`src/rtl/ifetch_unit_pkg.sv`:
```
// rtl/ifetch_unit_pkg.sv - shared constants and helpers for the instruction fetch front end
package ifetch_unit_pkg;

  localparam logic [31:0] TEXT_BASE_ADDRESS = 32'h0000_3000;
  localparam int          IF_DEPTH_DEFAULT  = 2;
  localparam int          IF_ENTRY_W        = 64;

  function automatic logic [31:0] word_align(input logic [31:0] addr);
    return addr & 32'hFFFF_FFFC;
  endfunction

endpackage

```
`src/rtl/ifetch_unit_inst_fifo.sv`:
```
// rtl/ifetch_unit_inst_fifo.sv - registered instruction buffer holding {pc, inst} entries
module inst_fifo
  import ifetch_unit_pkg::*;
#(
  parameter int DEPTH = IF_DEPTH_DEFAULT,
  localparam int AW   = $clog2(DEPTH),
  localparam int CW   = $clog2(DEPTH) + 1
) (
  input  logic                  clk,
  input  logic                  rst,
  input  logic                  push,
  input  logic [IF_ENTRY_W-1:0] push_data,
  input  logic                  pop,
  input  logic                  flush,
  output logic [IF_ENTRY_W-1:0] head_data,
  output logic                  full,
  output logic                  empty,
  output logic [CW-1:0]         count
);

  logic [IF_ENTRY_W-1:0] r_mem [DEPTH];
  logic [AW-1:0]         r_wr_ptr;
  logic [AW-1:0]         r_rd_ptr;
  logic [CW-1:0]         r_count;
  logic                  w_pop_ok;
  logic                  w_push_ok;

  assign empty     = (r_count == '0);
  assign full      = (r_count == CW'(DEPTH));
  assign count     = r_count;
  assign head_data = r_mem[r_rd_ptr];

  assign w_pop_ok  = pop && !empty;
  assign w_push_ok = push && (!full || w_pop_ok);

  // Entries are cleared on reset so the head reads as zero until the first push.
  always_ff @(posedge clk or posedge rst) begin
    if (rst) begin
      for (int i = 0; i < DEPTH; i++) r_mem[i] <= '0;
      r_wr_ptr <= '0;
      r_rd_ptr <= '0;
      r_count  <= '0;
    end else if (flush) begin
      r_wr_ptr <= '0;
      r_rd_ptr <= '0;
      r_count  <= '0;
    end else begin
      if (w_push_ok) begin
        r_mem[r_wr_ptr] <= push_data;
        r_wr_ptr        <= r_wr_ptr + 1'b1;
      end
      if (w_pop_ok) r_rd_ptr <= r_rd_ptr + 1'b1;
      r_count <= r_count + CW'(w_push_ok) - CW'(w_pop_ok);
    end
  end

  a_no_overflow : assert property (@(posedge clk) disable iff (rst)
    !(push && full && !pop && !flush));

endmodule

```
`src/rtl/ifetch_unit.sv`:
```
// rtl/ifetch_unit.sv - fetch PC, request credits and stale-response dropping for instruction memory
module ifetch_unit
  import ifetch_unit_pkg::*;
#(
  parameter logic [31:0] RESET_PC = TEXT_BASE_ADDRESS,
  parameter int          DEPTH    = IF_DEPTH_DEFAULT
) (
  input  logic        clk,
  input  logic        rst,
  output logic        imem_req,
  output logic [31:0] imem_addr,
  input  logic        imem_gnt,
  input  logic        imem_rvalid,
  input  logic [31:0] imem_rdata,
  input  logic        redirect_valid,
  input  logic [31:0] redirect_pc,
  output logic        inst_valid,
  output logic [31:0] inst_pc,
  output logic [31:0] inst_data,
  input  logic        inst_ready,
  output logic        busy
);

  localparam int CW = $clog2(DEPTH) + 1;

  logic [31:0]           r_fetch_pc;
  logic [31:0]           r_resp_pc;
  logic [CW-1:0]         r_outstanding;
  logic [CW-1:0]         r_drop_cnt;

  logic [CW-1:0]         w_count;
  logic                  w_full;
  logic                  w_empty;
  logic [IF_ENTRY_W-1:0] w_head;
  logic [CW:0]           w_in_use;
  logic                  w_credit_ok;
  logic                  w_grant;
  logic                  w_resp;
  logic                  w_push;
  logic                  w_pop;
  logic [CW-1:0]         w_out_next;
  logic [31:0]           w_redirect_pc;

  assign w_in_use    = {1'b0, r_outstanding} + {1'b0, w_count};
  assign w_credit_ok = (w_in_use < (CW + 1)'(DEPTH)) && !w_full;

  // Credits only shrink through grants, so a raised request holds until granted.
  assign imem_req   = w_credit_ok && !redirect_valid && !rst;
  assign imem_addr  = word_align(r_fetch_pc);

  assign w_grant    = imem_req && imem_gnt;
  assign w_resp     = imem_rvalid && (r_outstanding != '0);
  assign w_push     = w_resp && (r_drop_cnt == '0) && !redirect_valid;
  assign w_pop      = inst_valid && inst_ready;
  assign w_out_next = r_outstanding + CW'(w_grant) - CW'(w_resp);

  assign w_redirect_pc = word_align(redirect_pc);

  assign inst_valid = !w_empty;
  assign inst_pc    = w_head[63:32];
  assign inst_data  = w_head[31:0];
  assign busy       = (r_outstanding != '0) || (w_count != '0);

  always_ff @(posedge clk or posedge rst) begin
    if (rst) begin
      r_fetch_pc    <= RESET_PC;
      r_resp_pc     <= RESET_PC;
      r_outstanding <= '0;
      r_drop_cnt    <= '0;
    end else begin
      r_outstanding <= w_out_next;
      if (redirect_valid) begin
        // Everything still in flight after this cycle belongs to the old path.
        r_fetch_pc <= w_redirect_pc;
        r_resp_pc  <= w_redirect_pc;
        r_drop_cnt <= w_out_next;
      end else begin
        if (w_grant) r_fetch_pc <= r_fetch_pc + 32'd4;
        if (w_push)  r_resp_pc  <= r_resp_pc + 32'd4;
        if (w_resp && (r_drop_cnt != '0)) r_drop_cnt <= r_drop_cnt - 1'b1;
      end
    end
  end

  inst_fifo #(
    .DEPTH (DEPTH)
  ) u_inst_fifo (
    .clk       (clk),
    .rst       (rst),
    .push      (w_push),
    .push_data ({r_resp_pc, imem_rdata}),
    .pop       (w_pop),
    .flush     (redirect_valid),
    .head_data (w_head),
    .full      (w_full),
    .empty     (w_empty),
    .count     (w_count)
  );

endmodule

```
`config.mk`:
```
export PLATFORM = sky130hd
export DESIGN_NAME = ifetch_unit
export DESIGN_NICKNAME = d
export VERILOG_FILES = /design/src/rtl/ifetch_unit_pkg.sv /design/src/rtl/ifetch_unit_inst_fifo.sv /design/src/rtl/ifetch_unit.sv
export SDC_FILE = /design/constraint.sdc
export NUM_CORES = 1
export LEC_CHECK = 0
export CAP_MARGIN = 5
export CORE_ASPECT_RATIO = 0.7
export CORE_MARGIN = 5
export CORE_UTILIZATION = 50
export DETAILED_ROUTE_END_ITERATION = 10
export PLACE_DENSITY = 0.82
export SYNTH_ARGS = -nofsm -noshare
export SYNTH_HDL_FRONTEND = slang
export SYNTH_SLANG_ARGS = --single-unit
```
`constraint.sdc`:
```
create_clock -name clk -period 10.2 [get_ports clk]
set_input_delay 3.06 -clock clk [delete_from_list [all_inputs] [get_ports clk]]
set_output_delay 3.06 -clock clk [all_outputs]
set_load 0.05 [all_outputs]
```
Word-level counts from Yosys, hierarchy flattened
Index checks and enable logic that the tools add are counted.
{"block": "totals", "mem_bits_rw": 0, "ff_bits": 200, "rom_bits": 0, "input_bits": 70, "latch_bits": 0, "elab_cells": 73, "n_memories": 0, "out_inout_bits": 99}
{"block": "classes", "shift": 0, "div_mod_pow": 0, "n_lt_le_gt_ge": 4, "n_addsub": 10, "reduce_logical": 29, "eq_ne": 1, "muxes": 17, "multipliers": 0, "bitwise": 3}
{"cell": "$mux 64", "count": 4}
{"cell": "$bwmux 128", "count": 1}
{"cell": "$mux 32", "count": 4}
{"cell": "$add 32x3->32 const B", "count": 2}
{"cell": "$demux 64 s1", "count": 1}
{"cell": "$reduce_bool 2->1", "count": 8}
{"cell": "$logic_and 1x1->1", "count": 12}
{"cell": "$mux 2", "count": 3}
{"cell": "$add 2x1->2", "count": 2}
{"cell": "$ge 2x2->1 const B", "count": 2}
{"cell": "$logic_not 1->1", "count": 4}
{"cell": "$logic_not 2->1", "count": 2}
{"cell": "$mux 1", "count": 4}
{"cell": "$not 1->2", "count": 2}
{"cell": "$sub 2x1->2", "count": 2}
{"cell": "$add 2x2->3", "count": 1}
{"cell": "$lt 3x2->1 const B", "count": 1}
{"cell": "$add 1x1->1 const B", "count": 2}
{"cell": "$eq 2x2->1 const B", "count": 1}
{"cell": "$logic_or 1x1->1", "count": 2}
{"cell": "$lt 2x1->1 const B", "count": 1}
{"cell": "$reduce_and 2->1", "count": 1}
{"cell": "$sub 2x1->2 const B", "count": 1}
{"cell": "$not 1->1", "count": 1}

Depth between registers and ports, before layout
{"block": "logic_depth", "word_depth": 9, "ltp_mapped": 15, "depth_no_buf": 12}

Modules after synthesis
Synthesis repeated with hierarchy kept, for this count alone.
{"block": "unflattened", "hier_cells": 766, "hier_area_um2": 9684.3}
{"mod": "inst_fifo", "n_inst": 1, "cells_each": 366, "area_each_um2": 5983.2, "seq_area_each_um2": 3303.2}
{"mod": "ifetch_unit", "n_inst": 1, "cells_each": 400, "area_each_um2": 3701.0, "seq_area_each_um2": 1606.5}

Worst setup path before layout
No wires, ideal clock.
{"block": "synth_path", "kind": "input -> output", "startpoint": "in redirect_valid", "endpoint": "out imem_req", "path_stages": 3, "arrival_ns": 3.826, "required_time_ns": 7.140, "n_path_buf": 1, "path_slack_ns": 3.314, "cell_sequence": "buf_6 > nor4_4 > and2_1"}
{"block": "synth_between", "elab_chain_len": 3}
{"element": "start, declared", "line": "ifetch_unit.sv:15", "rtl": "input logic redirect_valid,"}
{"element": "$logic_not 1->1", "line": "ifetch_unit.sv:48", "rtl": "assign imem_req = w_credit_ok && !redirect_valid && !rst;"}
{"element": "$logic_and 1x1->1 (2 in series)", "line": "ifetch_unit.sv:48"}
{"element": "end, declared", "line": "ifetch_unit.sv:10", "rtl": "output logic imem_req,"}
No other way between the ends.

Worst setup path after layout
{"block": "layout_path", "startpoint": "in rst", "endpoint": "out imem_req"}
{"block": "layout_between", "elab_chain_len": 2}
{"element": "start, declared", "line": "ifetch_unit.sv:9", "rtl": "input logic rst,"}
{"element": "$logic_not 1->1 (no line)"}
{"element": "$logic_and 1x1->1", "line": "ifetch_unit.sv:48"}
No other way between the ends.

==> flow_summary.ini <==
[detailed_routing]
vias = 6637
viasPerCell = 5.73
drt-wirelength-per-cell_um = 19.1
dr.pass1.iters = 5
wl_um = 22100
drc = 0
dr.first_iter.drc_count = 506
antenna_left = 0

[yosys]
yosysMostFrequentCell = mux2_2
ys_top_cells_by_count = 191 x mux2_2, 188 x dfrtp_1, 57 x nand2_1
synth_area_per_cell_um2 = 12.2
syn_area_um2 = 9300
yosys_most_used_dff = dfrtp_1
synthTopCellsByArea = dfrtp_1 51%, mux2_2 23%, nand2_1 2.3%, o21ai_0 2.2%, xor2_1 2.1%
synth_edf_count = 0
ys_seq_area_frac = 0.517
synthCells = 763
synth_top_area_cell = dfrtp_1
ys_ff_latch = 192
yosysWarnings = 0
synth.top_cell.area_share = 0.506
synthArstFlopShare = 1.00
yosysUniqueCellTypes = 50

[floorplan]
fp.dieH_um = 124
start_util = 0.512
core_um2 = 18200
die-area_um2 = 21500
die_w_um = 173
rows = 41
ioPinCount = 169

[placement]
numPortBuffers = 162
routabilityCongestion = 0.911
place.detailed.hpwl_um = 14800

[critical_path]
worstSetupEndpointType = output pin
cp_num_buf_inv = 2
critical-path-top-delay-family = buffers and inverters
cp_common_cell = clkdlybuf4s50_1
crit_start = rst
cp-start-kind = input pin
max_stage_delay_ps = 790
cp_cell_sequence = clkdlybuf4s50_1 -> nor4_4 -> and2_1 -> clkdlybuf4s50_1
reg2reg_from = r_outstanding[0]
critPathMaxFanout = 2
r2r_slack_ps = 6920
regToRegEndpoint = r_drop_cnt[1]
r2r_cells = 13
required_ps = 7140
slowest_stage = clkdlybuf4s50_1
arrival_ps = 4690
path_class = input pin to output pin

[min_path]
min_path_type = flop to flop
min_to = u_inst_fifo.r_mem[118]
hold_path_depth = 1
min_from = u_inst_fifo.r_mem[118]

[timing]
finalSetupTns_ps = 0
fmax_mhz = 129
maxSlewViolCount = 0
slew_headroom = 0.209
hold_slack_ps = 487
setup_viol = 0
skew_ps = 8.09
period_needed_ps = 7750
rsz0062_at_grt = false
fin_crit_sh = 0.760
worstMarginPinSlew_ps = 1180
finalHoldViolations = 0

[pwr]
p_leak_nw = 4.91
ir_drop_uv = 266
totalPowerFinal_mw = 3.57
powerDensity_nw_per_um2 = 306

[cells_and_area]
drive_gt1_frac = 0.272
area_growth_pct = 25.5
antenna_cells = 0
num-fill-cells = 1392
nets = 988

[run_status]
status = finished, final reports clean

[clocking]
hold_buffers = 0
worstSkewPairLatency_ps = 430
cts_resized = 0
htree_levels = 4
cts_tree = yes
cts_buffers = 17
cts.sinks = 192
postCtsSetupBuffers = 0
cts.clk_slew.worst_paths_ps = 70
cts-root-buf = clkbuf_16
ctsLongestPathBuffers = 2

[grt]
grt_pass1_wl_um = 35900
grt.total_usage = 0.209
overflow = 0
grt_max_degree = 120
antenna_found_initial = 0
grt_pass1_vias = 6711

[run]
maxCapViolCount = 0
[kinds of logic after synthesis]
family	share of synthesized area
XOR/XNOR	0.0367
multiplexers	0.237
flip-flops	0.517
AO/OA/AOI/OAI	0.0580
buffers and inverters	0.0312
AND/OR/NAND/NOR	0.108
adder cells (fa/ha/maj)	0.0116
other	0.000403
[final cells by class]
type	count	area, um^2	area share
Inverter	14	57.6	0.00493
Multi-Input combinational cell	516	4220	0.362
Tap cell	236	295	0.0253
Timing Repair Buffer	169	1670	0.143
Sequential cell	192	4810	0.412
Clock inverter	14	178	0.0152
Clock buffer	18	439	0.0376
[power by group]
group          switching, mW  internal (mW)
Combinational           1.03          0.694
Sequential             0.151          0.995
Clock                  0.299          0.397
[placed cells by master (no fill, tap or decap), types with 3 or more instances in the layout]
cell and instances:
mux2_1 5, inv_1 12, dfstp_2 4, a21oi_1 7, inv_6 4, clkinvlp_4 3, xnor2_1 17, nor4_1 6
o211ai_1 8, o21ai_0 41, nand2_1 57, clkbuf_16 17, nor3_1 5, a21o_1 4, or3_1 3, nor2b_1 3
buf_4 7, bufinv_16 3, conb_1 4, nand4_1 25, o311ai_0 10, ha_1 7, and4_1 7, and3_1 12
a31oi_1 5, dfrtp_1 187, nor2_1 10, nand3_1 25, clkdlybuf4s50_1 161, o31ai_1 3, and2_1 10, xor2_1 22
or4_1 6, nor2_2 3, mux2_2 191
[through the flow]
step                       util  cells  setup WS [ps]  instance area, um^2
after floorplan               -    766           1920                 9310
after global placement    0.609   1127           2470                11100
after detailed placement  0.609   1127           2450                11100
after CTS                 0.643   1159           2440                11700
after global routing      0.643   1159           2410                11700
final                     0.643   1159           2450                11700
[how the worst max path moves through the flow]
stage                    endpoint  slack [ps]  depth (start not counted)
detailed placement       imem_req        2450                          4
floorplan           r_drop_cnt[0]        1920                          1
global route             imem_req        2410                          4
finish                   imem_req        2450                          4
CTS                      imem_req        2440                          4
global placement         imem_req        2470                          4
[worst register-to-register path, cell delays in order (launching register included)]
cell,delay [ps]
dfrtp_1,420
and2_1,170
fa_1,480
nor4_4,290
and3_1,190
buf_4,240
inv_2,280
ha_1,380
inv_1,40
ha_1,170
xnor2_1,130
xnor2_1,210
nand2_1,70
o21ai_0,100
[metal layers]
metal	track usage	share of wire
met1	0.299	0.48
met2	0.322	0.45
met3	0.0534	0.065
met4	0.0508	0.0091
met5	0	0
[state kept, by name, summed over array words and instances, names as in the netlist]
register,count
u_inst_fifo.r_wr_ptr,1
r_fetch_pc,30
r_drop_cnt,2
r_resp_pc,30
u_inst_fifo.count,2
r_outstanding,2
u_inst_fifo.r_rd_ptr,1
u_inst_fifo.r_mem,124
(Power assumes the default switching activity.)
